### config.mk
export PLATFORM = sky130hd
export DESIGN_NAME = icache_mshr
export DESIGN_NICKNAME = d
export VERILOG_FILES = /design/src/rtl/icache_mshr.sv
export SDC_FILE = /design/constraint.sdc
export NUM_CORES = 1
export LEC_CHECK = 0
export ABC_AREA = 1
export BUFFER_PORTS_ARGS = -buffer_cell sky130_fd_sc_hd__clkbuf_2
export CORE_UTILIZATION = 32
export DETAILED_ROUTE_END_ITERATION = 12
export SETUP_SLACK_MARGIN = 0.2
export SYNTH_ARGS = -nofsm -noshare
export SYNTH_HDL_FRONTEND = slang
export SYNTH_SLANG_ARGS = --single-unit
### constraint.sdc
create_clock -name clock -period 4.16 [get_ports clock]
set_input_delay 0.416 -clock clock [delete_from_list [all_inputs] [get_ports clock]]
set_output_delay 0.416 -clock clock [all_outputs]
set_load 0.03 [all_outputs]
### src/rtl/icache_mshr.sv
// Instruction-cache MSHR: dedups line requests, sequences memory loads
// demand-first, and turns tagged memory returns into icache fills.
module icache_mshr #(
    parameter int  NUM_ENTRIES  = 4,
    parameter int  NUM_MEM_TAGS = 15,
    parameter int  BLOCK_W      = 64,
    localparam int TAG_W        = $clog2(NUM_MEM_TAGS + 1),
    localparam int CNT_W        = $clog2(NUM_ENTRIES) + 1
) (
    input  logic                  clock,
    input  logic                  reset,
    input  logic [1:0]            req_valid,
    input  logic [1:0][31:0]      req_addr,
    input  logic [1:0]            req_prefetch,
    output logic [1:0]            req_ready,
    input  logic                  squash_prefetch,
    output logic [CNT_W-1:0]      mshr_free_slots,
    output logic                  mem_req_valid,
    output logic [31:0]           mem_req_addr,
    output logic [1:0]            mem_req_command,
    input  logic [TAG_W-1:0]      Imem2proc_transaction_tag,
    input  logic [BLOCK_W-1:0]    Imem2proc_data,
    input  logic [TAG_W-1:0]      Imem2proc_data_tag,
    output logic                  write_valid,
    output logic [31:0]           write_addr,
    output logic [BLOCK_W-1:0]    write_data
);

    localparam logic [1:0] MEM_NONE = 2'h0;
    localparam logic [1:0] MEM_LOAD = 2'h1;

    typedef enum logic [1:0] {
        ST_INVALID,
        ST_PENDING,
        ST_ISSUED
    } state_e;

    typedef logic [NUM_ENTRIES-1:0] vec_t;

    state_e [NUM_ENTRIES-1:0]            state_q, state_d;
    logic   [NUM_ENTRIES-1:0][28:0]      line_q, line_d;
    vec_t                                pf_q, pf_d;
    logic   [NUM_ENTRIES-1:0][TAG_W-1:0] tag_q, tag_d;

    logic               write_valid_q, write_valid_d;
    logic [31:0]        write_addr_q, write_addr_d;
    logic [BLOCK_W-1:0] write_data_q, write_data_d;

    logic [28:0] line0, line1;
    vec_t        hit0, hit1, free, free1;
    vec_t        alloc0, alloc1, promote;
    vec_t        pend_dem, pend_pf, pick;
    vec_t        fill_hit, fill;
    logic        same, pf0;
    logic        unused_low_bits;

    assign unused_low_bits = ^{req_addr[0][2:0], req_addr[1][2:0]};

    function automatic vec_t lowest(input vec_t v);
        return v & (~v + vec_t'(1));
    endfunction

    always_comb begin
        line0    = req_addr[0][31:3];
        line1    = req_addr[1][31:3];
        hit0     = '0;
        hit1     = '0;
        free     = '0;
        pend_dem = '0;
        pend_pf  = '0;
        fill_hit = '0;
        for (int i = 0; i < NUM_ENTRIES; i++) begin
            free[i]     = state_q[i] == ST_INVALID;
            hit0[i]     = !free[i] && line_q[i] == line0;
            hit1[i]     = !free[i] && line_q[i] == line1;
            pend_dem[i] = state_q[i] == ST_PENDING && !pf_q[i];
            pend_pf[i]  = state_q[i] == ST_PENDING && pf_q[i];
            fill_hit[i] = state_q[i] == ST_ISSUED
                       && Imem2proc_data_tag != '0
                       && tag_q[i] == Imem2proc_data_tag;
        end
        pick = (|pend_dem) ? lowest(pend_dem) : lowest(pend_pf);
        fill = lowest(fill_hit);
    end

    // Only entries free at cycle start are allocatable; port 0 picks first.
    always_comb begin
        req_ready = '0;
        alloc0    = '0;
        alloc1    = '0;
        same      = req_valid[0] && line1 == line0;
        if (req_valid[0]) begin
            if (|hit0) begin
                req_ready[0] = 1'b1;
            end else if (|free) begin
                req_ready[0] = 1'b1;
                alloc0       = lowest(free);
            end
        end
        free1 = free & ~alloc0;
        if (req_valid[1]) begin
            if ((|hit1) || same) begin
                req_ready[1] = 1'b1;
            end else if (|free1) begin
                req_ready[1] = 1'b1;
                alloc1       = lowest(free1);
            end
        end
        promote = (hit0 & {NUM_ENTRIES{req_valid[0] && !req_prefetch[0]}})
                | (hit1 & {NUM_ENTRIES{req_valid[1] && !req_prefetch[1]}});
        pf0 = req_prefetch[0] && !(req_valid[1] && same && !req_prefetch[1]);
    end

    // An accepted tag beats a squash; a promoted entry escapes the squash.
    always_comb begin
        state_d = state_q;
        line_d  = line_q;
        pf_d    = pf_q;
        tag_d   = tag_q;
        for (int i = 0; i < NUM_ENTRIES; i++) begin
            if (fill[i]) begin
                state_d[i] = ST_INVALID;
            end else if (pick[i] && Imem2proc_transaction_tag != '0) begin
                state_d[i] = ST_ISSUED;
                tag_d[i]   = Imem2proc_transaction_tag;
            end else if (squash_prefetch && state_q[i] == ST_PENDING
                         && pf_q[i] && !promote[i]) begin
                state_d[i] = ST_INVALID;
            end
            if (promote[i] && state_q[i] == ST_PENDING) begin
                pf_d[i] = 1'b0;
            end
            if (alloc0[i]) begin
                state_d[i] = ST_PENDING;
                line_d[i]  = line0;
                pf_d[i]    = pf0;
            end
            if (alloc1[i]) begin
                state_d[i] = ST_PENDING;
                line_d[i]  = line1;
                pf_d[i]    = req_prefetch[1];
            end
        end
    end

    always_comb begin
        mem_req_valid   = |pick;
        mem_req_command = mem_req_valid ? MEM_LOAD : MEM_NONE;
        mem_req_addr    = '0;
        mshr_free_slots = '0;
        write_valid_d   = |fill;
        write_addr_d    = write_addr_q;
        write_data_d    = write_data_q;
        for (int i = 0; i < NUM_ENTRIES; i++) begin
            if (pick[i]) begin
                mem_req_addr = {line_q[i], 3'b000};
            end
            if (fill[i]) begin
                write_addr_d = {line_q[i], 3'b000};
            end
            mshr_free_slots = mshr_free_slots + CNT_W'(free[i]);
        end
        if (|fill) begin
            write_data_d = Imem2proc_data;
        end
    end

    always_ff @(posedge clock) begin
        if (!reset) begin
            for (int i = 0; i < NUM_ENTRIES; i++) begin
                state_q[i] <= ST_INVALID;
            end
            line_q        <= '0;
            pf_q          <= '0;
            tag_q         <= '0;
            write_valid_q <= 1'b0;
            write_addr_q  <= '0;
            write_data_q  <= '0;
        end else begin
            state_q       <= state_d;
            line_q        <= line_d;
            pf_q          <= pf_d;
            tag_q         <= tag_d;
            write_valid_q <= write_valid_d;
            write_addr_q  <= write_addr_d;
            write_data_q  <= write_data_d;
        end
    end

    assign write_valid = write_valid_q;
    assign write_addr  = write_addr_q;
    assign write_data  = write_data_q;

endmodule

* Word-level counts from Yosys, hierarchy flattened
Index checks and enable logic that the tools add are counted.
Operators by class: shift operators 0, eq/ne operators 21, bitwise gates (word level) 20, add/sub/neg operators 8, multiplexer cells 62, $lt $le $gt $ge 0, $mul 0, reduce and logical (&&, ||, !) cells 104, divide/modulo/power cells 0
Operators by type and width (number):
- $eq 29x29->1 | 9
- $mux 32 | 8
- $mux 29 | 8
- $logic_and 1x1->1 | 50
- $reduce_or 4->1 | 11
- $and 4x4->4 | 8
- $mux 1 | 31
- $mux 4 | 7
- $not 4->4 | 6
- $add 4x1->4 const B | 5
- $reduce_bool 5->1 | 4
- $eq 4x4->1 | 4
- $mux 2 | 8
- $reduce_bool 2->1 | 8
- $logic_not 1->1 | 15
- $reduce_bool 3->1 | 4
- $reduce_bool 4->1 | 3
- $eq 2x1->1 const B | 4
- $eq 2x2->1 const B | 4
- $logic_not 2->1 | 4
- $reduce_and 2->1 | 4
- $not 1->1 | 5
- $or 4x4->4 | 1
- $add 2x1->3 | 1
- 3 further kinds | 3
Storage, ports and cells: memories kept 0, memory bits (writable) 0, logic and storage cells 238, input port bits 143, register bits 238, bits in latches 0, memory bits (read-only) 0

* Longest topological paths before layout
Gate-level depths: netlist of the first run.
depth after elaboration 16, mapped depth 22

* Worst setup path after synthesis of the first run
No wires, ideal clock.
path type register to output, from register state_q[3] (netlist name), to output mem_req_addr[11], required time 3.744 ns, data arrival time 2.117 ns, path buffers 1, stages on the path, launching flop included 12, slack 1.627 ns, cells stage by stage dfxtp_1 nor2_1 inv_1 nor2_1 inv_1 nand2_1 a21oi_1 nand3_1 o22ai_1 clkbuf_1 a221oi_1 o22ai_1
On the way: word-level cells in the longest chain between the ends 9, elaborated cells between the ends (all ways) 15
Ends and longest elaborated chain:
- from (decl) | line 40 | state_e [NUM_ENTRIES-1:0] state_q, state_d;
- from (signal assigned) | line 180 | state_q <= state_d;
- $eq 2x1->1 (*) | line 76, 77
- $logic_and 1x1->1, on equally long branches | line 77, 76
- $not 4->4 | line 60 | return v & (~v + vec_t'(1));
- $add 4x1->4 | line 60
- $and 4x4->4 | line 60
- $mux 4 (*) | line 82 | pick = (|pend_dem) ? lowest(pend_dem) : lowest(pend_pf);
- $mux 32 (2 in series) | line 155 | if (pick[i]) begin
- $mux 32 (*) | line 155
- to (decl) | line 19 | output logic [31:0] mem_req_addr,
Mark *: on every way between the ends. The rest lies on a longest branch, timed or not.

* Worst setup path in the final report of the first run
from register state_q[6] (netlist name), to output mem_req_addr[10]
On the way: word-level cells in the longest chain between the ends 8, elaborated cells between the ends (all ways) 15
Ends and longest elaborated chain (line):
- $eq 2x1->1 (*) | 76, 77
- branches (longest 2 deep; another with $add 4x1->4)
- $mux 4 (*) | 82
- $mux 32 (3 in series) | 155
- $mux 32 (*) | 155
Every way passes the cells marked *.

==> flow_metrics.py, run 1 <==
metrics = {
    "place": {
        "place_congestion": 1.066,
        "place_ws_ns": 0.9292,
        "dp_hpwl_mm": 62.98,
        "io_buffers": 266,
    },
    "final_layout": {
        "layout_common_cells": "nand2_1, nor2_1, o21ai_0",
        "final_common_cell": "nand2_1",
        "final_layout_size_suffix_gt1_frac": 0.1433,
        "final_nets": 3181,
        "syn_to_final_growth_pct": 16.70,
    },
    "sta": {
        "setup_slack_ns": 0.3989,
        "hold_viol_final": 0,
        "tns_ns": 0,
        "finalCriticalPeriod_ns": 3.761,
        "max_freq_mhz": 265.9,
        "slew_viol_final": 0,
        "finClkSkew_ns": 0.01897,
        "rsz0062_at_grt": "false",
        "max_slew_margin": 0.3125,
        "fin_crit_sh": 0.9041,
        "setup_viol": 0,
        "worstMarginPinSlew_ns": 1.031,
    },
    "detailed_routing": {
        "post_drt_wl_per_cell_um": 22.52,
        "wl_met1_mm": 34.98,
        "drcViolationCount": 0,
        "via_per_inst": 5.401,
        "firstDrtPassIters": 6,
        "met3WireLength_mm": 7.958,
        "wl_mm": 83.99,
        "wl_met2_mm": 36.91,
        "dr.max_layer_used": "met5",
        "drt_iter0_markers": 2408,
        "dr_total_vias": 20140,
        "ant_nets": 0,
    },
    "clocking": {
        "cts_max_path_buffers": 3,
        "clk_latency_ns": 0.61,
        "cts.clk_slew.worst_paths_ns": 0.06,
        "cts_buffers": 29,
        "cts_setup_buffers": 0,
        "cts_sinks": 238,
        "root_buffer": "clkbuf_16",
        "ctsResizeCount": 0,
        "htree_num_levels": 1,
        "holdBufCountCts": 0,
        "cts_tree": "done",
    },
    "power_and_ir_drop": {
        "p_leak_uw": 0.008889,
        "peakVddDrop_mv": 0.3197,
        "power_density_nw_per_um2": 636.0,
    },
    "worst_setup_path": {
        "critPathKind": "flip-flop to output pin",
        "cp_num_buf_inv": 5,
        "critPathSlowestCell": "nand2_1",
        "worst_path_largest_cell_delay_ns": 0.53,
        "path_cells": "inv_1 > nor2_1 > inv_1 > nor2_1 > inv_1 > o21ai_0 > nand2_1 > buf_4 > o21ai_0 > clkbuf_2",
        "critPathCaptureType": "output pin",
        "critical_path_required_ns": 3.74,
        "cp-start-kind": "flip-flop",
        "crit_fanout": 15,
        "crit_family": "buffers and inverters",
        "arrival_ns": 3.35,
        "path_common_cell": "inv_1",
    },
    "floorplanning": {
        "initial_core_util": 0.3271,
        "io-pin-count": 280,
        "rows": 82,
        "dieArea_um2": 52610,
        "die_w_um": 229.4,
        "core-area_um2": 50580,
        "die_y_um": 229.4,
    },
    "hold_path": {
        "hold_class": "input port to flip-flop",
    },
    "grt": {
        "antenna_found_initial": 3,
        "grt_pass1_wl_mm": 122.8,
        "grt.overflow.total": 0,
        "grt_pass1_vias": 18520,
        "grt_max_degree": 86,
        "grtUsageTotal": 0.3109,
    },
    "logic_synthesis": {
        "netlist_instances": 2859,
        "yosysTopAreaCell": "dfxtp_1",
        "yosysSeqAreaShare": 0.2880,
        "async_flop_share": 0,
        "synth_flop_cell": "dfxtp_1",
        "ys_ff_latch": 238,
        "yosys_warnings": 0,
        "synth.avg_cell_area_um2": 5.786,
        "syn_area_um2": 16540,
        "synth_top_area_share": 0.2880,
        "synth.distinct_cells": 49,
        "synth-edff-count": 0,
        "synth.area.top_cells": "dfxtp_1, nand2_1, nor2_1",
    },
    "flow_run": {
        "cap_violations": 0,
    },
    "run_status": {
        "status": "completed",
    },
}
## cell usage after synthesis, types with 9 or more instances
cell / number
buf_2: 40
nand4_1: 78
inv_2: 47
xnor2_1: 31
o211ai_1: 37
a221oi_1: 10
nor2_1: 474
nand3_1: 83
o21ai_0: 273
clkbuf_1: 83
dfxtp_1: 238
xor2_1: 11
nor2_2: 20
o21ai_1: 58
buf_4: 21
o22ai_1: 48
nor3_1: 13
a21oi_1: 128
nand2_1: 861
nor4_1: 9
inv_1: 225
## per-layer routing
layer	up-vias	GRT usage
met3	196	0.05677
met2	1197	0.4933
met4	2	0.1429
li1	9562	-
met5	-	0
met1	9183	0.4074
## logic make-up after synthesis
family                   share of synthesized area
XOR/XNOR                                   0.02224
AO/OA/AOI/OAI                               0.1851
AND/OR/NAND/NOR                             0.3904
adder cells (fa/ha/maj)                   0.004236
buffers and inverters                       0.1097
flip-flops                                  0.2880
other                                    0.0002267
## path summary, 6_finish.rpt
check | startpoint | endpoint | slack (ns) | cells after the start
max | state_q[6]$_SDFFE_PN0P_ | mem_req_addr[10] | 0.40 | 10
min | Imem2proc_data[44] | write_data[44]$_SDFFE_PN0P_ | 0.04 | 3
max reg2reg | line_q[11]$_SDFFE_PN0P_ | pf_q[2]$_SDFFE_PN0P_ | 1.04 | 18
min reg2reg | tag_q[6]$_SDFFE_PN0P_ | tag_q[6]$_SDFFE_PN0P_ | 0.47 | 2
## flip-flops by register name (all words and copies together), names as in the netlist
signal,count
write_data,64
write_valid,1
write_addr,29
pf_q,4
tag_q,16
state_q,8
line_q,116
## tightest hold or removal path: stages
cell,delay [ns]
clkbuf_2,0.07
nor2_1,0.03
nor2_1,0.08
## stage by stage
stage	hold slack, ns	instances	util	area [um2]	power [uW]
after CTS	0.02257	3728	0.3816	19300	12140
after global placement	0.4546	3674	0.3614	18280	9342
final	0.04355	3729	0.3817	19310	12280
after global routing	0.05260	3729	0.3817	19310	12910
after floorplan	0.4363	2865	-	16570	7109
after detailed placement	0.4595	3674	0.3614	18280	9345
## cell type report
cell class                 count  area, um2
clock buffer                  38      819.5
fill                        5582      31280
inverter                     277       1041
sequential                   238       4765
tap                          672      840.8
antenna                        1      2.502
timing repair buffer         296       1622
multi-input combinational   2191      10010
clock inverter                16      206.4
## where the power goes
| part | internal [uW] | switching, uW | leakage [uW] |
|---|---|---|---|
| Sequential | 2770 | 575 | 0.00193 |
| Clock | 1640 | 1140 | 0.000514 |
| Combinational | 1640 | 4520 | 0.00644 |
(Power assumes the default switching activity.)
==> inputs of run 2 (changes only) <==
==> constraint.sdc (replaced) <==
create_clock -name clock -period 3.55 [get_ports clock]
set_input_delay 0.355 -clock clock [delete_from_list [all_inputs] [get_ports clock]]
set_output_delay 0.355 -clock clock [all_outputs]
set_load 0.03 [all_outputs]
==> flow_metrics.py, run 2 (same netlist as run 1, synthesis figures left out) <==
metrics = {
    "run_status": {
        "status": "completed",
    },
    "sta": {
        "slew_viol_final": 0,
        "fin_crit_sh": 0.9213,
        "finClkSkew_ns": 0.03030,
        "max_freq_mhz": 305.8,
        "hold_viol_final": 0,
        "setup_viol": 0,
        "setup_slack_ns": 0.2794,
        "worstMarginPinSlew_ns": 1.048,
        "rsz0062_at_grt": "true",
        "max_slew_margin": 0.3016,
        "finalCriticalPeriod_ns": 3.271,
        "tns_ns": 0,
    },
    "clocking": {
        "cts_tree": "done",
        "cts_sinks": 238,
        "htree_num_levels": 1,
        "cts_max_path_buffers": 3,
        "cts.clk_slew.worst_paths_ns": 0.06,
        "clk_latency_ns": 0.62,
        "root_buffer": "clkbuf_16",
        "cts_buffers": 30,
    },
    "grt": {
        "grt_max_degree": 102,
        "antenna_found_initial": 1,
        "grt_pass1_wl_mm": 126.2,
        "grt.overflow.total": 0,
        "grtUsageTotal": 0.3211,
        "grt_pass1_vias": 19000,
    },
    "power_and_ir_drop": {
        "p_leak_uw": 0.009363,
        "p_seq_frac": 0.257,
        "switching_share": 0.4957,
        "power_density_nw_per_um2": 747.9,
        "comb_power_share": 0.514,
        "internal-power_uw": 7717,
        "peakVddDrop_mv": 0.4581,
        "power.switching_uw": 7587,
        "clockPowerShare": 0.229,
    },
    "floorplanning": {
        "die_y_um": 229.4,
        "dieArea_um2": 52610,
        "rows": 82,
        "initial_core_util": 0.3271,
        "core-area_um2": 50580,
        "die_w_um": 229.4,
        "io-pin-count": 280,
    },
    "flow_run": {
        "cap_violations": 0,
    },
    "place": {
        "place_ws_ns": 0.4642,
        "dp.cells": 3700,
        "io_buffers": 266,
        "dp_hpwl_mm": 65.97,
        "place_congestion": 1.049,
    },
    "final_layout": {
        "multi_input_area_um2": 10150,
        "final_common_cell": "nand2_1",
        "n_fill_cell": 5501,
        "layout.cells.non_filler": 3811,
        "final_nets": 3263,
        "ff_latch_area_um2": 4776,
        "largest_reg_flops": 116,
        "syn_to_final_growth_pct": 23.70,
        "layout_common_cells": "nand2_1, nor2_1, o21ai_0",
        "largest-register": "line_q",
        "final_layout_size_suffix_gt1_frac": 0.1635,
    },
    "worst_setup_path": {
        "crit_fanout": 15,
        "critical_path_required_ns": 3.19,
        "critPathCaptureType": "output pin",
        "cp-start-kind": "flip-flop",
        "arrival_ns": 2.92,
        "critPathKind": "flip-flop to output pin",
    },
    "detailed_routing": {
        "ant_nets": 0,
        "post_drt_wl_per_cell_um": 22.87,
        "via_per_inst": 5.390,
        "drt_iter0_markers": 2482,
        "firstDrtPassIters": 6,
        "dr_total_vias": 20540,
        "drcViolationCount": 0,
        "wl_mm": 87.17,
    },
    "hold_path": {
        "hold_class": "input port to flip-flop",
    },
}
[run 2: cell count changes in the layout (fill, tap and decap cells not counted), sizes merged]
| cell | change |
|---|---|
| buf | +44 |
| bufinv | +2 |
| clkbuf | -10 |
| dlygate4sd3 | +49 |
| clkinvlp | +3 |
| clkinv | -3 |
| inv | -3 |
[run 2: final cells by class]
type | instances | area share
flip-flops and latches | 238 | 0.2334
clock buffers | 40 | 0.04243
clock inverters | 15 | 0.01272
well taps | 672 | 0.04109
inverters | 277 | 0.05124
repair buffers | 377 | 0.1230
diodes | 1 | 0.0001223
multi-input cells | 2191 | 0.4960
[run 2: per-stage QoR]
stage	hold WS [ns]	total power [uW]	utilization	instance area [um2]
global placement	0.4504	11210	0.3669	18560
CTS	0.003302	14860	0.4003	20250
finish	0.01322	15300	0.4046	20460
global route	0.02710	16050	0.4046	20460
detailed placement	0.4567	11200	0.3669	18560
floorplan	0.4363	8331	-	16570
[run 2: repair_timing]
| action | 4_1_cts | 5_1_grt |
|---|---|---|
| hold buffers | 49 | 0 |
| gates cloned | 0 | 1 |
| setup endpoints to repair | 15 | 30 |
| pin swaps | 0 | 7 |
| endpoints found under the hold margin | 49 | 0 |
| resized for setup | 10 | 66 |
| setup buffers | 2 | 3 |
[run 2: worst max-delay path: stages (launching register included)]
cell and delay (ns):
dfxtp_2 0.33, inv_2 0.07, nor2_2 0.04, inv_1 0.06
nor2_1 0.04, inv_1 0.13, nand2_2 0.10, a21oi_4 0.18
nand3_2 0.13, o22ai_4 0.27, buf_12 0.15, clkbuf_16 0.20
a221oi_1 0.09, o22ai_1 0.29, buf_4 0.23
[run 2: final timing paths]
path,slack (ns),cells past startpoint,start,to
max,0.28,14,state_q[2]$_SDFFE_PN0P_,mem_req_addr[3]
min,0.01,3,Imem2proc_data[10],write_data[10]$_SDFFE_PN0P_
max reg2reg,0.71,15,line_q[82]$_SDFFE_PN0P_,line_q[61]$_SDFFE_PN0P_
min reg2reg,0.46,2,tag_q[6]$_SDFFE_PN0P_,tag_q[6]$_SDFFE_PN0P_
[run 2: layer usage]
| metal | global-route usage | wire (um) | up-vias | part of all wire |
|---|---|---|---|---|
| met5 | 0 | 0 | - | 0 |
| met4 | 0.1508 | 4751 | 0 | 0.055 |
| li1 | - | - | 9736 | - |
| met3 | 0.04880 | 7632 | 231 | 0.088 |
| met1 | 0.4228 | 36350 | 9474 | 0.42 |
| met2 | 0.5132 | 38430 | 1102 | 0.44 |
[run 2: power by group through the flow]
stage / Sequential, uW / Clock (uW) / Combinational (uW)
2_1_floorplan: 3910 / 0 / 4420
3_5_place_dp: 3940 / 0 / 7260
5_1_grt: 4000 / 3660 / 8380
3_3_place_gp: 3930 / 0 / 7270
6_report: 3930 / 3510 / 7870
4_1_cts: 3880 / 3550 / 7420
==> inputs of run 3 (changes only) <==
==> constraint.sdc (replaced) <==
create_clock -name clock -period 2.8 [get_ports clock]
set_input_delay 0.28 -clock clock [delete_from_list [all_inputs] [get_ports clock]]
set_output_delay 0.28 -clock clock [all_outputs]
set_load 0.03 [all_outputs]
==> flow_metrics.py, run 3 (same netlist as run 1, synthesis figures left out) <==
metrics = {
    "floorplanning": {
        "dieArea_um2": 52610,
        "io-pin-count": 280,
        "rows": 82,
        "die_w_um": 229.4,
        "die_y_um": 229.4,
        "core-area_um2": 50580,
        "initial_core_util": 0.3271,
    },
    "grt": {
        "grtUsageTotal": 0.3369,
        "antenna_found_initial": 6,
        "grt.overflow.total": 0,
        "grt_pass1_wl_mm": 132.4,
        "grt_pass1_vias": 20290,
        "grt_max_degree": 165,
    },
    "worst_setup_path": {
        "critPathCaptureType": "output pin",
        "startpoint": "state_q[0]$_SDFFE_PN0P_",
        "arrival_ns": 2.71,
        "critical_path_required_ns": 2.52,
        "critPathKind": "flip-flop to output pin",
        "crit_fanout": 8,
        "rr_startpoint": "line_q[73]$_SDFFE_PN0P_",
        "cp-start-kind": "flip-flop",
    },
    "run_status": {
        "violations": "negative setup slack",
        "status": "finished, violations left",
    },
    "clocking": {
        "cts_sinks": 238,
        "clk_latency_ns": 0.58,
        "cts_max_path_buffers": 3,
        "root_buffer": "clkbuf_16",
        "htree_num_levels": 1,
        "cts_buffers": 29,
        "cts.clk_slew.worst_paths_ns": 0.06,
        "cts_tree": "done",
    },
    "sta": {
        "slew_viol_final": 0,
        "max_freq_mhz": 334.6,
        "setup_viol": 69,
        "finClkSkew_ns": 0.02036,
        "hold_viol_final": 0,
        "setup_slack_ns": -0.1885,
        "finalCriticalPeriod_ns": 2.988,
        "worstMarginPinSlew_ns": 0.8196,
        "rsz0062_at_grt": "true",
        "max_slew_margin": 0.4536,
        "fin_crit_sh": 1.067,
    },
    "final_layout": {
        "fin_util": 0.4766,
        "multi_input_area_um2": 11190,
        "ff_latch_area_um2": 4959,
        "largest_reg_flops": 116,
        "final_nets": 3481,
        "n_fill_cell": 5135,
        "largest-register": "line_q",
        "final_common_cell": "nand2_1",
        "layout_common_cells": "nand2_1, nor2_1, clkbuf_2",
        "syn_to_final_growth_pct": 45.72,
        "final_layout_size_suffix_gt1_frac": 0.3046,
    },
    "flow_run": {
        "cap_violations": 0,
    },
    "hold_path": {
        "worstHoldStart": "Imem2proc_data[1]",
        "hold_class": "input port to flip-flop",
    },
    "detailed_routing": {
        "dr_total_vias": 22210,
        "drt_iter0_markers": 2548,
        "post_drt_wl_per_cell_um": 23.42,
        "drcViolationCount": 0,
        "via_per_inst": 5.510,
        "firstDrtPassIters": 6,
        "ant_nets": 0,
        "wl_mm": 94.40,
    },
    "place": {
        "place_congestion": 1.110,
        "io_buffers": 266,
        "dp_hpwl_mm": 65.08,
        "place_ws_ns": 0.04896,
    },
    "power_and_ir_drop": {
        "p_leak_uw": 0.01105,
        "power_density_nw_per_um2": 962.9,
        "peakVddDrop_mv": 0.5214,
        "power.total_uw": 23210,
    },
}
[run 3: layout make-up]
type	count	share of cell area
Multi-Input combinational cell	2191	0.4641
Timing Repair Buffer	596	0.2115
Sequential cell	238	0.2057
Inverter	277	0.04381
Tap cell	672	0.03488
Clock buffer	38	0.03400
Clock inverter	15	0.005761
Antenna cell	3	0.0003114
[run 3: timing repair]
| action | 4_1_cts | 5_1_grt |
|---|---|---|
| buffers inserted | 46 | 14 |
| gates cloned | 13 | 8 |
| resized for setup | 369 | 286 |
| hold endpoints to repair | 61 | 0 |
| hold buffers | 61 | 0 |
| pin swaps | 43 | 97 |
| setup endpoints to repair | 95 | 134 |
[run 3: power by group]
| group | internal (uW) | total, uW | switching (uW) |
|---|---|---|---|
| registers | 4230 | 5100 | 877 |
| clock network | 2240 | 3860 | 1630 |
| logic | 5430 | 14200 | 8820 |
[run 3: layer usage]
layer  GRT usage  vias up  part of all wire
li1            -    10200                 -
met1      0.4305    10110              0.39
met2      0.5211     1483              0.42
met3     0.07358      409              0.12
met4      0.1942        6             0.074
met5           0        -           0.00043
[run 3: path summary, 6_finish.rpt]
kind | depth (start not counted) | to | slack, ns
max reg2reg | 22 | line_q[51]$_SDFFE_PN0P_ | -0.16
min | 3 | write_data[1]$_SDFFE_PN0P_ | 0.02
max | 14 | mem_req_addr[28] | -0.19
min reg2reg | 2 | tag_q[6]$_SDFFE_PN0P_ | 0.47
[run 3: critical path: stages, from the launching register on]
cell      delay (ns)
dfxtp_4         0.36
inv_2           0.10
nor2_4          0.06
nand2_2         0.08
nand2_2         0.07
a21oi_4         0.18
nand2_1         0.09
nand2_2         0.12
o22ai_4         0.09
buf_6           0.12
buf_12          0.13
buf_16          0.17
a221oi_2        0.27
o22ai_2         0.12
clkbuf_8        0.18
[run 3: per-stage QoR]
| stage | area (um2) | hold slack [ns] | cells | setup TNS, ns |
|---|---|---|---|---|
| 4_1_cts | 23060 | 0.003385 | 4005 | -5.685 |
| 3_3_place_gp | 19740 | 0.4512 | 3832 | 0 |
| 6_report | 24110 | 0.01797 | 4030 | -6.175 |
| 3_5_place_dp | 19740 | 0.4597 | 3832 | 0 |
| 2_1_floorplan | 16570 | 0.4149 | 2865 | 0 |
| 5_1_grt | 24100 | 0.03070 | 4029 | -13.44 |
